--- config.mk ---
export PLATFORM = sky130hd
export DESIGN_NAME = sha_job_sched
export DESIGN_NICKNAME = d
export VERILOG_FILES = /design/src/rtl/sha_job_sched.sv
export SDC_FILE = /design/constraint.sdc
export NUM_CORES = 2
export LEC_CHECK = 0
export CAP_MARGIN = 20
export CORE_UTILIZATION = 56
export DETAILED_ROUTE_END_ITERATION = 8
export PLACE_DENSITY = 0.85
export SYNTH_ARGS = -nofsm -noshare
export SYNTH_HDL_FRONTEND = slang
export SYNTH_SLANG_ARGS = --single-unit
--- constraint.sdc ---
create_clock -name clk -period 11 [get_ports clk]
set_input_delay 2.2 -clock clk [delete_from_list [all_inputs] [get_ports clk]]
set_output_delay 2.2 -clock clk [all_outputs]
set_load 0.02 [all_outputs]
--- src/rtl/sha_job_sched.sv ---
// rtl/sha_job_sched.sv - descriptor FIFO plus launch/run/report sequencer for the SHA transform core
// Optional watchdog enabled by defining SHA_SCHED_TIMEOUT_EN.
module sha_job_sched #(
    parameter int QDEPTH     = 4,
    parameter int RST_CYCLES = 2,
    parameter int MAX_WORDS  = 32
) (
    input  logic        clk,
    input  logic        reset,
    input  logic        job_valid,
    output logic        job_ready,
    input  logic [63:0] job_read_base,
    input  logic [63:0] job_write_base,
    input  logic [63:0] job_num,
    input  logic [63:0] job_stride,
    output logic        core_reset,
    output logic [63:0] core_read_base,
    output logic [63:0] core_write_base,
    output logic [63:0] core_num_read,
    output logic [63:0] core_read_size,
    input  logic        core_done,
    input  logic [31:0] timeout_limit,
    output logic        stat_valid,
    input  logic        stat_ready,
    output logic [7:0]  stat_id,
    output logic        stat_err,
    output logic        stat_timeout,
    output logic [31:0] stat_cycles,
    output logic        busy,
    output logic [31:0] jobs_done
);
    localparam int PTR_W = $clog2(QDEPTH);
    localparam int CNT_W = PTR_W + 1;
    localparam logic [CNT_W-1:0] FULL_CNT = CNT_W'(QDEPTH);
    localparam logic [31:0] RST_LAST = 32'(RST_CYCLES - 1);

    typedef enum logic [1:0] {IDLE, LAUNCH, RUN, REPORT} state_t;
    typedef struct packed {
        logic [63:0] read_base;
        logic [63:0] write_base;
        logic [63:0] num;
        logic [63:0] stride;
    } desc_t;

    desc_t fifo_mem [QDEPTH];
    desc_t head;
    logic  enq, deq;

    state_t           state_q, state_d;
    logic [PTR_W-1:0] wr_ptr_q, wr_ptr_d, rd_ptr_q, rd_ptr_d;
    logic [CNT_W-1:0] count_q, count_d;
    logic [31:0]      rst_cnt_q, rst_cnt_d, cyc_q, cyc_d, jobs_done_q, jobs_done_d;
    logic [7:0]       id_q, id_d, stat_id_q, stat_id_d;
    logic             core_reset_q, core_reset_d, stat_valid_q, stat_valid_d;
    logic             stat_err_q, stat_err_d, stat_timeout_q, stat_timeout_d;
    logic [31:0]      stat_cycles_q, stat_cycles_d;
    logic [63:0]      core_rb_q, core_rb_d, core_wb_q, core_wb_d;
    logic [63:0]      core_num_q, core_num_d, core_size_q, core_size_d;

`ifndef SHA_SCHED_TIMEOUT_EN
    logic [31:0] unused_timeout_limit;
    assign unused_timeout_limit = timeout_limit;
`endif

    assign job_ready       = (count_q != FULL_CNT);
    assign busy            = (state_q != IDLE) || (count_q != '0);
    assign core_reset      = core_reset_q;
    assign core_read_base  = core_rb_q;
    assign core_write_base = core_wb_q;
    assign core_num_read   = core_num_q;
    assign core_read_size  = core_size_q;
    assign stat_valid      = stat_valid_q;
    assign stat_id         = stat_id_q;
    assign stat_err        = stat_err_q;
    assign stat_timeout    = stat_timeout_q;
    assign stat_cycles     = stat_cycles_q;
    assign jobs_done       = jobs_done_q;

    always_ff @(posedge clk) begin
        if (enq) fifo_mem[wr_ptr_q] <= '{job_read_base, job_write_base, job_num, job_stride};
    end

    always_comb begin
        enq      = job_valid && job_ready;
        deq      = (state_q == IDLE) && (count_q != '0);
        head     = fifo_mem[rd_ptr_q];
        wr_ptr_d = enq ? wr_ptr_q + PTR_W'(1) : wr_ptr_q;
        rd_ptr_d = deq ? rd_ptr_q + PTR_W'(1) : rd_ptr_q;
        count_d  = count_q + {{PTR_W{1'b0}}, enq} - {{PTR_W{1'b0}}, deq};

        state_d        = state_q;
        rst_cnt_d      = rst_cnt_q;
        cyc_d          = cyc_q;
        id_d           = id_q;
        jobs_done_d    = jobs_done_q;
        core_reset_d   = core_reset_q;
        core_rb_d      = core_rb_q;
        core_wb_d      = core_wb_q;
        core_num_d     = core_num_q;
        core_size_d    = core_size_q;
        stat_valid_d   = stat_valid_q;
        stat_id_d      = stat_id_q;
        stat_err_d     = stat_err_q;
        stat_timeout_d = stat_timeout_q;
        stat_cycles_d  = stat_cycles_q;

        case (state_q)
            IDLE: begin
                core_reset_d = 1'b1;
                if (deq) begin
                    core_rb_d      = head.read_base;
                    core_wb_d      = head.write_base;
                    core_num_d     = head.num;
                    core_size_d    = head.stride;
                    stat_id_d      = id_q;
                    id_d           = id_q + 8'd1;
                    stat_timeout_d = 1'b0;
                    stat_cycles_d  = '0;
                    rst_cnt_d      = '0;
                    // Illegal sizes are reported straight away; the core never leaves reset.
                    if ((head.num == '0) || (head.num > 64'(MAX_WORDS))) begin
                        stat_err_d   = 1'b1;
                        stat_valid_d = 1'b1;
                        state_d      = REPORT;
                    end else begin
                        stat_err_d = 1'b0;
                        state_d    = LAUNCH;
                    end
                end
            end
            LAUNCH: begin
                if (rst_cnt_q == RST_LAST) begin
                    core_reset_d = 1'b0;
                    cyc_d        = 32'd1;
                    state_d      = RUN;
                end else begin
                    rst_cnt_d = rst_cnt_q + 32'd1;
                end
            end
            RUN: begin
                if (core_done) begin
                    stat_cycles_d  = cyc_q;
                    stat_timeout_d = 1'b0;
                    core_reset_d   = 1'b1;
                    stat_valid_d   = 1'b1;
                    state_d        = REPORT;
                end
`ifdef SHA_SCHED_TIMEOUT_EN
                else if ((timeout_limit != '0) && (cyc_q == timeout_limit)) begin
                    stat_cycles_d  = timeout_limit;
                    stat_timeout_d = 1'b1;
                    core_reset_d   = 1'b1;
                    stat_valid_d   = 1'b1;
                    state_d        = REPORT;
                end
`endif
                else if (cyc_q != '1) begin
                    cyc_d = cyc_q + 32'd1;
                end
            end
            REPORT: begin
                if (stat_ready) begin
                    stat_valid_d = 1'b0;
                    jobs_done_d  = jobs_done_q + 32'd1;
                    state_d      = IDLE;
                end
            end
            default: state_d = IDLE;
        endcase
    end

    always_ff @(posedge clk) begin
        if (reset) begin
            state_q        <= IDLE;
            wr_ptr_q       <= '0;
            rd_ptr_q       <= '0;
            count_q        <= '0;
            rst_cnt_q      <= '0;
            cyc_q          <= '0;
            id_q           <= '0;
            jobs_done_q    <= '0;
            core_reset_q   <= 1'b1;
            core_rb_q      <= '0;
            core_wb_q      <= '0;
            core_num_q     <= '0;
            core_size_q    <= '0;
            stat_valid_q   <= 1'b0;
            stat_id_q      <= '0;
            stat_err_q     <= 1'b0;
            stat_timeout_q <= 1'b0;
            stat_cycles_q  <= '0;
        end else begin
            state_q        <= state_d;
            wr_ptr_q       <= wr_ptr_d;
            rd_ptr_q       <= rd_ptr_d;
            count_q        <= count_d;
            rst_cnt_q      <= rst_cnt_d;
            cyc_q          <= cyc_d;
            id_q           <= id_d;
            jobs_done_q    <= jobs_done_d;
            core_reset_q   <= core_reset_d;
            core_rb_q      <= core_rb_d;
            core_wb_q      <= core_wb_d;
            core_num_q     <= core_num_d;
            core_size_q    <= core_size_d;
            stat_valid_q   <= stat_valid_d;
            stat_id_q      <= stat_id_d;
            stat_err_q     <= stat_err_d;
            stat_timeout_q <= stat_timeout_d;
            stat_cycles_q  <= stat_cycles_d;
        end
    end
endmodule

==> results.md <==
* F_max at 199 MHz
* Critical path class: register to output pin
* Clock skew at 35.8 ps
* Routed len/inst at 24.6 µm
* Die width at 309 µm
* Max VDD drop at 0.223 mV
* Vias at 31700
* Setup Fix Bufs, Post-CTS at 0
* Max Buffers Root-to-Sink at 3
* GRT Util Overall at 27.1%
* Status: complete, no violations
* Max-Cap Viols at 0
* Slew @ Worst Pin at 1060 ps
* Post-synth top area cell: edfxtp_1
* PD cells at 256 nW/µm²
* Clock Latency Late Sink at 760 ps
* Setup violations, final at 0
* Reg2reg setup slack at 6340 ps
* Top Usage Layer GRT: met2
* Placer congestion estimate at 0.846
* GR Util met1 at 32.4%
* Cells after Synth at 3326
* Post-Syn Area at 52800 µm²
* Routing usage on met2 at 45.1%
* CP startpoint kind: register
* Layout cells sized above 1 at 12.9%
* Rows at 112
* Initial core utilization at 56.6%
* Core ar. at 93300 µm²
* Hold path endpoint: core_read_base[38]
* Hold_sp: core_read_base[38]
* Die area at 95500 µm²
* Fillers at 5704
* Vias in the first global route at 31800
* Leak Pwr at 20.8 nW
* Synth Net Count at 3637
* Post-synth ARST share at 0%
* WHS at 452 ps
* Num CTS Buffers at 142
* DP HPWL at 75600 µm
* CTS hold repair buffers at 0
* Overflow after GRT at 0
* PortBufs at 593
* Pin count of the biggest net entering global routing at 129
* Worst EP required at 8800 ps
* RSZ-0062 raised after global routing: false
* I/O pin cnt at 627
* YS warnings at 0
* Synth top area share at 58.2%
* M3 GR Usage at 7.66%
* Hold Crit Class: register to register
* Initial antenna violation count at 35
* TritonCTS clock tree: built
* Syn_area_per_cell at 15.9 µm²
* Worst-path fanout max at 11
* Reg2reg path depth at 8
* Top FF cell, synth: edfxtp_1
* Global-route wire length before repair at 193000 µm
* Final hold viol count at 0
* Yosys reg bits at 1438
* Clock slew at reported path FFs at 60 ps
* Number of DRC markers in iteration 0 at 3185
* Distinct cell type count after synthesis at 56
* Sequential fraction of the synthesis area at 73.9%
* NumNets Final at 4224
* Clock sink count at 1438
* Slew Viols, Final at 0
* Clk root buf: clkbuf_16
* CTS H-Tree Depth at 4
* Reg2reg end: stat_valid
* Vias per cell at 5.96
* Setup TNS at 0 ps
* Post-layout minimum cycle time at 5020 ps
* DRT Pass-1 Iters at 6
* Synth top area cells: edfxtp_1 (58%), dfxtp_1 (16%), mux4_2 (11%)
* CP arrival at 2820 ps
* Hold path depth at 2
* Layout area overhead at 22.6%
* DRT antenna net count at 0
* DRC Markers at 0
* CP Capture Type: output pin
* Ratio of final minimum period to clock period at 45.7%
* Resized Gates After CTS at 0
* Post-synth EDFFs at 1024
* Die height at 309 µm
* Routed WL at 131000 µm
* Slew Limit Headroom at 29.1%
report_power, final:
group	switching, W	total [W]	internal, W
Clock	0.00204	0.00486	0.00282
Sequential	0.000402	0.00706	0.00665
Combinational	0.00274	0.00464	0.00190
cells in the mapped netlist, types with 2 or more instances:
| library cell | instances |
|---|---|
| a2111oi_0 | 4 |
| a211oi_1 | 3 |
| a21oi_1 | 320 |
| a22oi_1 | 32 |
| and2_1 | 8 |
| and3_1 | 20 |
| and4_1 | 8 |
| buf_1 | 22 |
| buf_2 | 16 |
| buf_4 | 3 |
| buf_6 | 3 |
| clkbuf_1 | 147 |
| dfxtp_1 | 414 |
| edfxtp_1 | 1024 |
| ha_1 | 17 |
| inv_1 | 22 |
| inv_2 | 2 |
| mux2i_1 | 8 |
| mux4_2 | 256 |
| nand2_1 | 590 |
| nand2b_1 | 11 |
| nand3_1 | 37 |
| nand4_1 | 32 |
| nor2_1 | 102 |
| nor2b_1 | 4 |
| nor3_1 | 11 |
| nor4_1 | 31 |
| nor4b_1 | 5 |
| o211ai_1 | 2 |
| o21a_1 | 2 |
| o21ai_0 | 11 |
| o21ai_1 | 10 |
| o31ai_1 | 34 |
| o41ai_1 | 2 |
| or3_1 | 11 |
| or4_1 | 36 |
| or4b_1 | 2 |
| xnor2_1 | 19 |
| xor2_1 | 28 |
through the flow:
stage,std cells,cell area (µm²),util (%),setup WS [ps],power (W)
4_1_cts,5283,64600,69.2,5960,0.0166
3_5_place_dp,5020,59900,64.2,5420,0.0117
2_1_floorplan,3326,52800,-,2270,0.00999
5_1_grt,5307,64700,69.4,5820,0.0172
3_3_place_gp,5019,59900,64.2,5440,0.0115
6_report,5314,64700,69.4,5980,0.0166
per-layer routing:
layer	routed length (µm)	up-vias	part of all wire, %
met1	46300	15800	35
met3	12000	349	9.2
met2	66200	1609	51
met5	182	-	0.14
met4	5950	26	4.6
li1	-	13900	-
cells by family after synthesis:
logic type / share of synthesized area [%]
flops: 73.9
simple gates: 7.58
compound gates: 4.55
mux: 11.1
buf+inv: 1.64
xor+xnor: 0.779
fa+ha+maj: 0.441
other cells: 0.00710
critical path, stage by stage, from the launching register on:
cell and delay (ps):
dfxtp_1 400, inv_1 120, ha_1 280, nor4b_1 160, buf_4 180, inv_1 180, clkdlybuf4s50_1 750
worst max path at each step:
stage | start | to | slack (ps) | cells after the start
global placement | job_valid | fifo_mem[1][181] | 5440 | 4
finish | state_q[0] | busy | 5980 | 6
global route | state_q[0] | busy | 5820 | 6
detailed placement | job_valid | fifo_mem[1][53] | 5420 | 4
floorplan | job_valid | fifo_mem[0][0] | 2270 | 1
CTS | state_q[0] | busy | 5960 | 6
cell type report:
class	count	area, µm²	share of cell area [%]
Antenna cell	28	70.1	0.108
Clock buffer	205	4040	6.25
Multi-Input combinational cell	1672	12900	20.0
Clock inverter	58	661	1.02
Tap cell	1254	1570	2.42
Sequential cell	1438	39000	60.3
Timing Repair Buffer	635	6320	9.76
Inverter	24	97.6	0.151
cells in the final DEF (no fill, tap or decap), types with 22 or more instances in the layout:
cell type and count:
a21oi_1 320, clkdlybuf4s50_1 592, or4_1 36, clkbuf_16 145, buf_4 37, xor2_1 28, dfxtp_1 412, nor4_1 31
o31ai_1 34, inv_1 22, diode_2 28, clkbuf_1 41, nor2_1 102, nand2_1 590, edfxtp_1 1024, a22oi_1 32
nand3_1 37, mux4_2 256, nand4_1 32
registers in the layout, indices dropped and copies added, names as in the netlist, named ones only:
signal and flops:
stat_id 8, rd_ptr_q 2, core_num_read 64, stat_cycles 32, fifo_mem 1024, cyc_q 32
core_read_size 64, stat_err 1, id_q 8, core_write_base 64, jobs_done 32, count_q 3
stat_valid 1, core_reset 1, core_read_base 64, rst_cnt_q 32, wr_ptr_q 2, state_q 2
(Power assumes the default switching activity.)
